`src/rtl/period_meas_ctrl.sv`:
```
// Averaging sip-period measurement controller for the frequency multiplier.
// Optional LOAD wait timeout enabled by defining TIMEOUT_EN.
module period_meas_ctrl #(
  parameter int CNT_W    = 8,
  parameter int AVG_LOG2 = 2
) (
  input  logic             clk,
  input  logic             rst,
  input  logic             sip,
  input  logic             adjust,
  output logic             valid,
  output logic             busy,
  output logic [CNT_W-1:0] period,
  output logic             ovf,
  output logic             timeout
);

  localparam int ACC_W = CNT_W + AVG_LOG2;
  localparam int IDX_W = (AVG_LOG2 > 0) ? AVG_LOG2 : 1;
  localparam logic [IDX_W-1:0] IDX_LAST =
    IDX_W'((1 << AVG_LOG2) - 1);

  typedef enum logic [1:0] {
    S_IDLE,
    S_START,
    S_LOAD,
    S_COUNT
  } state_e;

  state_e             state_q;
  logic               sip_q;
  logic [ACC_W-1:0]   acc_q;
  logic [IDX_W-1:0]   idx_q;
  logic [CNT_W-1:0]   period_q;
  logic               ovf_q;
  logic               done_q;
  logic               busy_q;

  logic               rise;
  logic [ACC_W:0]     acc_d;
  logic               sat;
  logic [CNT_W-1:0]   period_d;

  assign rise     = sip & ~sip_q;
  assign acc_d    = {1'b0, acc_q} + 1'b1;
  assign sat      = acc_d[ACC_W];
  // divide by the number of averaged periods, truncating
  assign period_d = acc_d[ACC_W-1:AVG_LOG2];

`ifdef TIMEOUT_EN
  logic [CNT_W-1:0]   wait_q;
  logic               tmo_q;
  logic               wait_end;

  assign wait_end = &wait_q;
  assign timeout  = tmo_q;
`else
  assign timeout  = 1'b0;
`endif

  always_ff @(posedge clk or negedge rst) begin
    if (!rst) begin
      state_q  <= S_IDLE;
      sip_q    <= 1'b0;
      acc_q    <= '0;
      idx_q    <= '0;
      period_q <= '0;
      ovf_q    <= 1'b0;
      done_q   <= 1'b0;
      busy_q   <= 1'b0;
`ifdef TIMEOUT_EN
      wait_q   <= '0;
      tmo_q    <= 1'b0;
`endif
    end else begin
      sip_q <= sip;
      case (state_q)
        S_IDLE: begin
          if (adjust) begin
            state_q <= S_START;
            done_q  <= 1'b0;
            busy_q  <= 1'b1;
          end
        end
        S_START: begin
          ovf_q <= 1'b0;
          acc_q <= '0;
          idx_q <= '0;
`ifdef TIMEOUT_EN
          tmo_q  <= 1'b0;
          wait_q <= '0;
`endif
          if (!adjust) begin
            state_q <= S_LOAD;
          end
        end
        S_LOAD: begin
          acc_q <= '0;
          idx_q <= '0;
          if (adjust) begin
            state_q <= S_START;
          end else if (rise) begin
            state_q <= S_COUNT;
`ifdef TIMEOUT_EN
          end else if (wait_end) begin
            state_q <= S_IDLE;
            tmo_q   <= 1'b1;
            busy_q  <= 1'b0;
          end else begin
            wait_q  <= wait_q + 1'b1;
`endif
          end
        end
        S_COUNT: begin
          if (adjust) begin
            state_q <= S_START;
          end else if (sat) begin
            state_q  <= S_IDLE;
            period_q <= '1;
            ovf_q    <= 1'b1;
            done_q   <= 1'b1;
            busy_q   <= 1'b0;
          end else begin
            acc_q <= acc_d[ACC_W-1:0];
            if (rise) begin
              idx_q <= idx_q + 1'b1;
              if (idx_q == IDX_LAST) begin
                state_q  <= S_IDLE;
                period_q <= period_d;
                done_q   <= 1'b1;
                busy_q   <= 1'b0;
              end
            end
          end
        end
        default: begin
          state_q <= S_IDLE;
          done_q  <= 1'b0;
          busy_q  <= 1'b0;
        end
      endcase
    end
  end

  assign valid  = done_q;
  assign busy   = busy_q;
  assign period = period_q;
  assign ovf    = ovf_q;

endmodule
```
`config.mk`:
```
export PLATFORM = sky130hd
export DESIGN_NAME = period_meas_ctrl
export DESIGN_NICKNAME = d
export VERILOG_FILES = /design/src/rtl/period_meas_ctrl.sv
export SDC_FILE = /design/constraint.sdc
export NUM_CORES = 1
export LEC_CHECK = 0
export BUFFER_PORTS_ARGS = -buffer_cell sky130_fd_sc_hd__buf_2
export CORE_ASPECT_RATIO = 0.6
export CORE_UTILIZATION = 38
export DETAILED_ROUTE_END_ITERATION = 10
export SYNTH_ARGS = -nofsm -noshare
export SYNTH_HDL_FRONTEND = slang
export SYNTH_SLANG_ARGS = --single-unit
```
`constraint.sdc`:
```
create_clock -name clk -period 2.3 [get_ports clk]
set_input_delay 0.115 -clock clk [delete_from_list [all_inputs] [get_ports clk]]
set_output_delay 0.115 -clock clk [all_outputs]
set_load 0.02 [all_outputs]
```
* Word-level counts from Yosys, hierarchy flattened
Index checks and enable logic that the tools add are counted.
** Storage, ports and cells
- Output and inout port bits :: 12
- Logic and storage cells :: 75
- Bits in registers :: 26
** Operators by class
- Mux-type cells :: 34
- Bitwise operators :: 3
- Reduce and logical (&&, ||, !) cells :: 13
- Eq/ne operators :: 15
- Add/subtract/negate cells :: 2
** Operators with widths (count)
- $mux W8 :: 3
- $mux W2 :: 11
- $mux W10 :: 2
- $pmux W10 S2 :: 1
- $mux W1 :: 12
- $ne A2 B2 Y1 const B :: 6
- $add A10 B1 Y11 const B :: 1
- $reduce_and A5 Y1 :: 2
- $reduce_bool A2 Y1 :: 5
- $ne A3 B3 Y1 const B :: 3
- $ne A4 B4 Y1 const B :: 2
- $pmux W2 S4 :: 1
- $reduce_and A4 Y1 :: 2
- $eq A2 B2 Y1 const B :: 3
- $pmux W1 S2 :: 3
- $reduce_and A3 Y1 :: 2
- $pmux W2 S2 :: 1
- $add A2 B1 Y2 const B :: 1
- $eq A2 B1 Y1 const B :: 1
- $logic_not A2 Y1 :: 1
- $not A1 Y1 :: 2
- $reduce_or A2 Y1 :: 1
- $and A1 B1 Y1 :: 1

* Longest topological paths before layout
Gate-level depths: netlist of the first run.
- Word-level depth :: 6
- Mapped depth :: 7
- Depth with buffers taken out :: 5

* Worst setup path before layout of the first run
Ideal clock, no wire load.
- Kind :: register to register
- Start :: reg acc_q[0]
- End :: reg acc_q[2]
- Data arrival time :: 1.500 ns
- Path buffers :: 1
- Cell stages (with the launch flop) :: 7
- Slack :: 0.676 ns
- Setup time :: 0.124 ns
- Cells stage by stage :: dfrtp_1 > ha_1 > and3_1 > buf_6 > a31oi_4 > o21bai_2 > a211o_1
** On the way
- Word-level cells in the longest chain between the ends :: 4
- Elaborated cells on any way between the ends :: 6
- Those cells by class :: add/sub (1); eq/ne (1); mux (3); reduce/logical (1)
** Ends and longest elaborated chain
- from (decl) :: line 32 : logic [ACC_W-1:0] acc_q;
- from (signal assigned) :: line 124 : acc_q <= acc_d[ACC_W-1:0];
- $add A10 B1 Y11 * :: line 45 : assign acc_d = {1'b0, acc_q} + 1'b1;
- $mux W10 :: line 117 : end else if (sat) begin
- $mux W10 :: line 115 : if (adjust) begin
- $pmux W10 S2 :: line 77 : case (state_q)
Every way passes the cells marked *; elsewhere a longest branch is shown, timed or not. The select of a mux whose other input is x is not followed.
A chain may end at the register's enable or synchronous reset.

* Final worst setup path of the first run
- Start :: reg acc_q[0]
- End :: reg period_q[6], in the netlist period[6]
** On the way
- Word-level cells in the longest chain between the ends :: 4
- Elaborated cells on any way between the ends :: 7
- Those cells by class :: add/sub (1); mux (3); reduce/logical (3)
** Ends and longest elaborated chain
- $add A10 B1 Y11 * :: line 45
- $mux W8 :: line 127 : if (idx_q == IDX_LAST) begin
- $mux W8 :: line 125 : if (rise) begin
- $mux W8 :: line 117
- to (signal assigned) :: line 129 : period_q <= period_d;
- to (decl) :: line 34 : logic [CNT_W-1:0] period_q;
Marks and branches as above.

==> results of run 1 <==
-- routing by layer --
layer / global-route usage, % / vias to the layer above / routed length, microns
li1: - / 501 / -
met1: 23.51 / 498 / 1610
met2: 23.85 / 30 / 1213
met3: 4.362 / 5 / 175
met4: 2.542 / 0 / 21
met5: 0 / - / 0
-- state kept, by name, summed over array words and instances (netlist names) --
register  cells
valid         1
ovf           1
state_q       2
sip_q         1
idx_q         2
period        8
acc_q        10
busy          1
-- cell families after synthesis --
family / after synthesis
other: 1
buffers and inverters: 13
and+or+nand+nor: 43
adders and majority gates: 2
xor gates and xnor gates: 9
DFF: 26
AOI/OAI and AO/OA: 39
-- worst reg2reg max path, stage by stage, from the launching register on --
cell       delay (ps)
dfrtp_1           420
ha_1              260
and3_1            400
a31oi_4           230
and3_1            490
a2bb2oi_2         110
-- power by group --
| part | internal, mW | switching [mW] |
|---|---|---|
| registers | 0.486 | 0.0440 |
| clock network | 0.233 | 0.156 |
| logic | 0.0838 | 0.126 |
-- worst paths after layout --
check	startpoint	to	slack [ps]	depth (start not counted)
min in group asynchronous	rst	ovf$_DFFE_PN0P_	360	2
hold reg to reg	valid$_DFFE_PN0P_	valid$_DFFE_PN0P_	510	1
hold / removal	adjust	busy$_DFFE_PN0P_	220	3
max in group asynchronous	rst	state_q[1]$_DFFE_PN0P_	1550	2
setup / recovery	acc_q[0]$_DFFE_PN0P_	period[6]$_DFFE_PN0P_	280	5
setup reg to reg	acc_q[0]$_DFFE_PN0P_	period[6]$_DFFE_PN0P_	280	5
-- layout make-up --
cell class	instances	share of cell area, %
multi-input combinational	94	45.87
tap	47	3.593
clock buffer	3	2.523
clock inverter	1	1.835
timing repair buffer	17	5.963
inverter	2	0.4587
sequential	26	39.76
-- per-stage QoR --
step	setup slack, ps	area [sq um]	util, %	hold WS (ps)	std cells
after floorplan	676.5	1518	-	-180.6	133
after global placement	357.6	1545	41.28	145.7	184
after detailed placement	289.3	1545	41.28	163.3	184
after CTS	265.7	1637	43.72	215.1	190
after global routing	156.7	1637	43.72	246.1	190
final	280.3	1637	43.72	216.3	190
-- placed cells by master (no fill, tap or decap), types with 2 or more instances in the layout --
cell	netlist	layout
a211o_1	3	3
a21oi_1	6	6
a2bb2oi_2	8	8
a31oi_1	3	3
a31oi_4	3	3
and3_1	7	7
buf_2	0	14
clkbuf_8	0	3
dfrtp_1	26	26
dlygate4sd3_1	0	2
ha_1	2	2
inv_1	2	2
nand2_1	9	9
nand2b_1	2	2
nand3_1	6	6
nor2_1	7	7
nor3_1	3	3
nor3b_1	2	2
o21ai_0	3	3
o21ai_1	2	2
xnor2_1	6	6
xor2_1	3	3
-- timing repair --
item,CTS,global route
hold buffers,2,0
setup buffers,0,0
hold endpoints to repair,27,0
==> impl_metrics.csv, run 1 <==
group,metric,value,unit
status,outcome,"finished, final reports clean",
timing,fin_tns_setup,0,ps
critical_path,critical_path.top_delay_family,"simple AND/OR/NAND/NOR gates",
synthesis,synth_area,1518,sq um
detailed_routing,first_iter_violations,62,
power,finalPower,1.130,mW
global_route,antenna_found_initial,0,
timing,hold_viol,0,
synthesis,synthMuxAreaShare,0,%
synthesis,synth_compound_area_share,25.80,%
placed_design,place.gp.congestion,0.7827,
timing,final-setup-viol-count,0,
timing,timing.fmax,495.1,MHz
clock_tree,cts_root_buf,"clkbuf_8",
final_layout,fill_cells,362,
global_route,grt_pass1_wl,5.264,mm
final_layout,regArea,650.6,sq um
power,p_per_area,690.2,nW/um^2
detailed_routing,via_per_inst,5.442,
critical_path,crit_buf_inv,0,
critical_path,cp.arrival,2180,ps
power,peakVddDrop,286.0,uV
synthesis,synth_edf_count,0,
synthesis,synth_area_leaders,"dfrtp_1 43%, a2bb2oi_2 7.9%, buf_6 5.2%, a31oi_4 4.2%, xnor2_1 3.5%",
clock_tree,cts_tree,"done",
clock_tree,insertion_delay,280,ps
synthesis,yosys_warnings,0,
critical_path,crit_path_max_fanout,8,
clock_tree,clock_sinks,26,
synthesis,synth_top_family_by_area,"compound AO/OA/AOI/OAI gates",
synthesis,synth.most_common_cell,"dfrtp_1",
synthesis,synth-simple-area-share,16.57,%
flow_run,drv_cap,0,
timing,final-max-slew-violation-count,0,
synthesis,ys_types,40,
detailed_routing,wire_per_inst,15.90,microns
synthesis,synthAdderAreaFrac,1.649,%
floorplan,die_h,50.96,microns
synthesis,synth_xor_area_share,5.194,%
critical_path,start_kind,"flip-flop",
floorplan,dieArea,4259,sq um
synthesis,ys_ff_latch,26,
global_route,grt_pass1_vias,1005,
synthesis,ys_async_sr_fraction,100.0,%
detailed_routing,wl,3.021,mm
critical_path,cp_common_cell,"and3_1",
critical_path,crit_chain,"ha_1 > and3_1 > a31oi_4 > and3_1 > a2bb2oi_2",
detailed_routing,antenna_left,0,
timing,slew_headroom,60.83,%
synthesis,yosysSeqAreaShare,42.87,%
synthesis,syn_area_per_cell,11.41,sq um
critical_path,critPathMaxStageDelay,490,ps
detailed_routing,drc,0,
critical_path,worstPathRequired,2460,ps
synthesis,synth_top_cell_area_share,42.87,%
clock_tree,h-tree-depth,1,
hold_path,holdCritPathClass,"primary input to flip-flop",
timing,finClkSkew,4.976,ps
synthesis,yosys.area.top_type,"dfrtp_1",
timing,tightest_slew,587.5,ps
final_layout,multi_input_area,750.7,sq um
power,p_leak,0.7396,nW
final_layout,fin_nets,150,
clock_tree,clk_path_buf_depth,2,
final_layout,antennaDiodeCount,0,
global_route,overflow,0,
synthesis,synth_nets,139,
critical_path,crit_path_top_delay_cell,"and3_1",
clock_tree,path_clk_slew,100,ps
timing,period_share,87.81,%
placed_design,io_buffer_count,14,
global_route,grt_start_max_net_pins,27,
clock_tree,cts_buffers,3,
final_layout,drive_gt1_share,25.17,%
detailed_routing,vias,1034,
synthesis,synth_cells,133,
synthesis,synth_common_cells,"26 x dfrtp_1, 9 x nand2_1, 8 x a2bb2oi_2",
floorplan,ioPinCount,16,
floorplan,core_area,3744,sq um
critical_path,cp-end-kind,"flip-flop",
global_route,grt_usage,16.01,%
clock_tree,cts-resized-gates,0,
final_layout,syn_to_final_growth,7.832,%
floorplan,dieWidth,83.59,microns
detailed_routing,first_pass_iters,4,
placed_design,hpwl,2.231,mm
timing,period_needed,2020,ps
floorplan,rows,17,
synthesis,synth_ff_type,"dfrtp_1",
critical_path,critPathKind,"flip-flop to flip-flop",
timing,rsz0062_at_grt,"false",
floorplan,start_util,40.54,%
(Power assumes the default switching activity.)
==> run 2: changes to the inputs <==
--- a/config.mk
+++ b/config.mk
@@ -5,10 +5,11 @@
 export SDC_FILE = /design/constraint.sdc
 export NUM_CORES = 1
 export LEC_CHECK = 0
-export BUFFER_PORTS_ARGS = -buffer_cell sky130_fd_sc_hd__buf_2
+export BUFFER_PORTS_ARGS = -buffer_cell sky130_fd_sc_hd__buf_4
 export CORE_ASPECT_RATIO = 0.6
 export CORE_UTILIZATION = 38
 export DETAILED_ROUTE_END_ITERATION = 10
+export PLACE_DENSITY = 0.66
 export SYNTH_ARGS = -nofsm -noshare
 export SYNTH_HDL_FRONTEND = slang
 export SYNTH_SLANG_ARGS = --single-unit
==> run 2 against run 1 <==
Compared with the run above:
- combinational power is 3% higher
- first-iteration DRC count rose by 15%
- sequential share of layout area decreased by 0.83 points
- via count up 1.8%
- hold slack got worse by 87 ps
- flip-flop and latch count is the same
==> impl_metrics.csv, run 2 (synthesis gave the netlist of run 1 again) <==
group,metric,value,unit
critical_path,critPathKind,"flip-flop to flip-flop",
critical_path,worstPathRequired,2460,ps
final_layout,final_common_cell,"dfrtp_1",
placed_design,io_buffer_count,14,
global_route,grt_pass1_vias,1010,
floorplan,start_util,40.54,%
flow_run,drv_cap,0,
final_layout,fill_cells,350,
timing,hold_slack,129.3,ps
detailed_routing,wl,2.937,mm
timing,period_share,88.33,%
final_layout,syn_to_final_growth,10.14,%
clock_tree,post_cts_buffers,0,
critical_path,critPathMaxStageDelay,490,ps
timing,timing.fmax,492.2,MHz
global_route,overflow,0,
power,peakVddDrop,290.3,uV
timing,fin_tns_setup,0,ps
clock_tree,cts-resized-gates,0,
floorplan,dieWidth,83.59,microns
floorplan,dieArea,4259,sq um
timing,finClkSkew,1.816,ps
detailed_routing,via_per_inst,5.542,
final_layout,regArea,650.6,sq um
detailed_routing,antenna_left,0,
global_route,grt_usage,14.99,%
clock_tree,cts_tree,"done",
floorplan,core_area,3744,sq um
clock_tree,cts_hold_buf,2,
placed_design,hpwl,2.180,mm
final_layout,antennaDiodeCount,0,
critical_path,crit_path_max_fanout,8,
floorplan,die_h,50.96,microns
critical_path,cp-end-kind,"flip-flop",
final_layout,layout.cells.most_common_list,"26 x dfrtp_1, 15 x buf_4, 9 x nand2_1",
timing,hold_viol,0,
clock_tree,h-tree-depth,1,
power,p_per_area,678.8,nW/um^2
hold_path,holdCritPathClass,"primary input to flip-flop",
timing,rsz0062_at_grt,"false",
final_layout,multi_input_area,750.7,sq um
floorplan,rows,17,
critical_path,crit_path_top_delay_cell,"and3_1",
critical_path,cp.arrival,2190,ps
clock_tree,cts_buffers,3,
detailed_routing,drc,0,
placed_design,place.gp.congestion,0.8413,
detailed_routing,vias,1053,
hold_path,whs_path_depth,2,
timing,final-setup-viol-count,0,
timing,final-max-slew-violation-count,0,
placed_design,dp.cells,184,
timing,slew_headroom,63.64,%
detailed_routing,wire_per_inst,15.46,microns
clock_tree,insertion_delay,280,ps
clock_tree,cts_root_buf,"clkbuf_8",
clock_tree,path_clk_slew,90,ps
final_layout,top_register,"acc_q",
final_layout,largest_register_ffs,10,
critical_path,r2r.worst_path.cells,5,
global_route,grt_pass1_wl,4.864,mm
placed_design,place_ws,280.3,ps
status,outcome,"finished, final reports clean",
timing,postLayoutSetupSlackWorst,268.5,ps
power,p_leak,0.7428,nW
timing,tightest_slew,545.4,ps
final_layout,fin_nets,150,
clock_tree,clock_sinks,26,
critical_path,crit_chain,"ha_1 > and3_1 > a31oi_4 > and3_1 > a2bb2oi_2",
final_layout,final_cells,190,
global_route,grt_start_max_net_pins,27,
clock_tree,clk_path_buf_depth,2,
timing,period_needed,2031,ps
floorplan,ioPinCount,16,
global_route,antenna_found_initial,0,
final_layout,drive_gt1_share,25.17,%
critical_path,cp_common_cell,"and3_1",
detailed_routing,first_pass_iters,4,
detailed_routing,first_iter_violations,71,
critical_path,start_kind,"flip-flop",
==> run 2: cell types whose count changed in the layout (fill, tap and decap cells not counted) <==
cell | previous run | this run
buf_4 | 1 | 15
buf_2 | 14 | 0
==> run 2: metrics by stage <==
stage | instance area (sq um) | utilization (%) | power (mW)
floorplan | 1518 | - | 0.7009
global placement | 1580 | 42.21 | 0.7415
detailed placement | 1580 | 42.21 | 0.7515
CTS | 1672 | 44.65 | 1.140
global route | 1672 | 44.65 | 1.195
finish | 1672 | 44.65 | 1.135
==> run 2: worst max-delay path: cells and delay by family, from the launching register on <==
kind	cells	cell delay, ps
compound gates	2	330
fa+ha+maj	1	270
simple gates	2	880
flops	1	430
==> run 2: area by class of cell <==
type / instances / area share, %
sequential: 26 / 38.92
clock buffer: 3 / 2.470
timing repair buffer: 17 / 7.934
inverter: 2 / 0.4491
tap: 47 / 3.518
clock inverter: 1 / 1.796
multi-input combinational: 94 / 44.91
==> run 2: worst paths after layout <==
check | start | endpoint | slack, ps
min | adjust | state_q[0]$_DFFE_PN0P_ | 130
min reg2reg | valid$_DFFE_PN0P_ | valid$_DFFE_PN0P_ | 500
min in group asynchronous | rst | acc_q[2]$_DFFE_PN0P_ | 270
max | acc_q[0]$_DFFE_PN0P_ | period[0]$_DFFE_PN0P_ | 270
max reg2reg | acc_q[0]$_DFFE_PN0P_ | period[0]$_DFFE_PN0P_ | 270
max in group asynchronous | rst | acc_q[8]$_DFFE_PN0P_ | 1780
==> run 2: power by group <==
| group | switching (mW) | total, mW | internal (mW) |
|---|---|---|---|
| combinational | 0.130 | 0.216 | 0.0864 |
| clock | 0.152 | 0.385 | 0.233 |
| sequential | 0.0472 | 0.533 | 0.486 |
| total | 0.329 | 1.13 | 0.806 |
==> run 2: metal layers <==
metal  wire length (microns)  track usage (%)  up-vias  part of all wire [%]
met5                       0                0        -                     0
met4                      25            3.672        0                  0.85
met3                     157            4.847        5                   5.3
met2                    1180            22.36       28                    40
met1                    1574            21.03      514                    54
li1                        -                -      506                     -
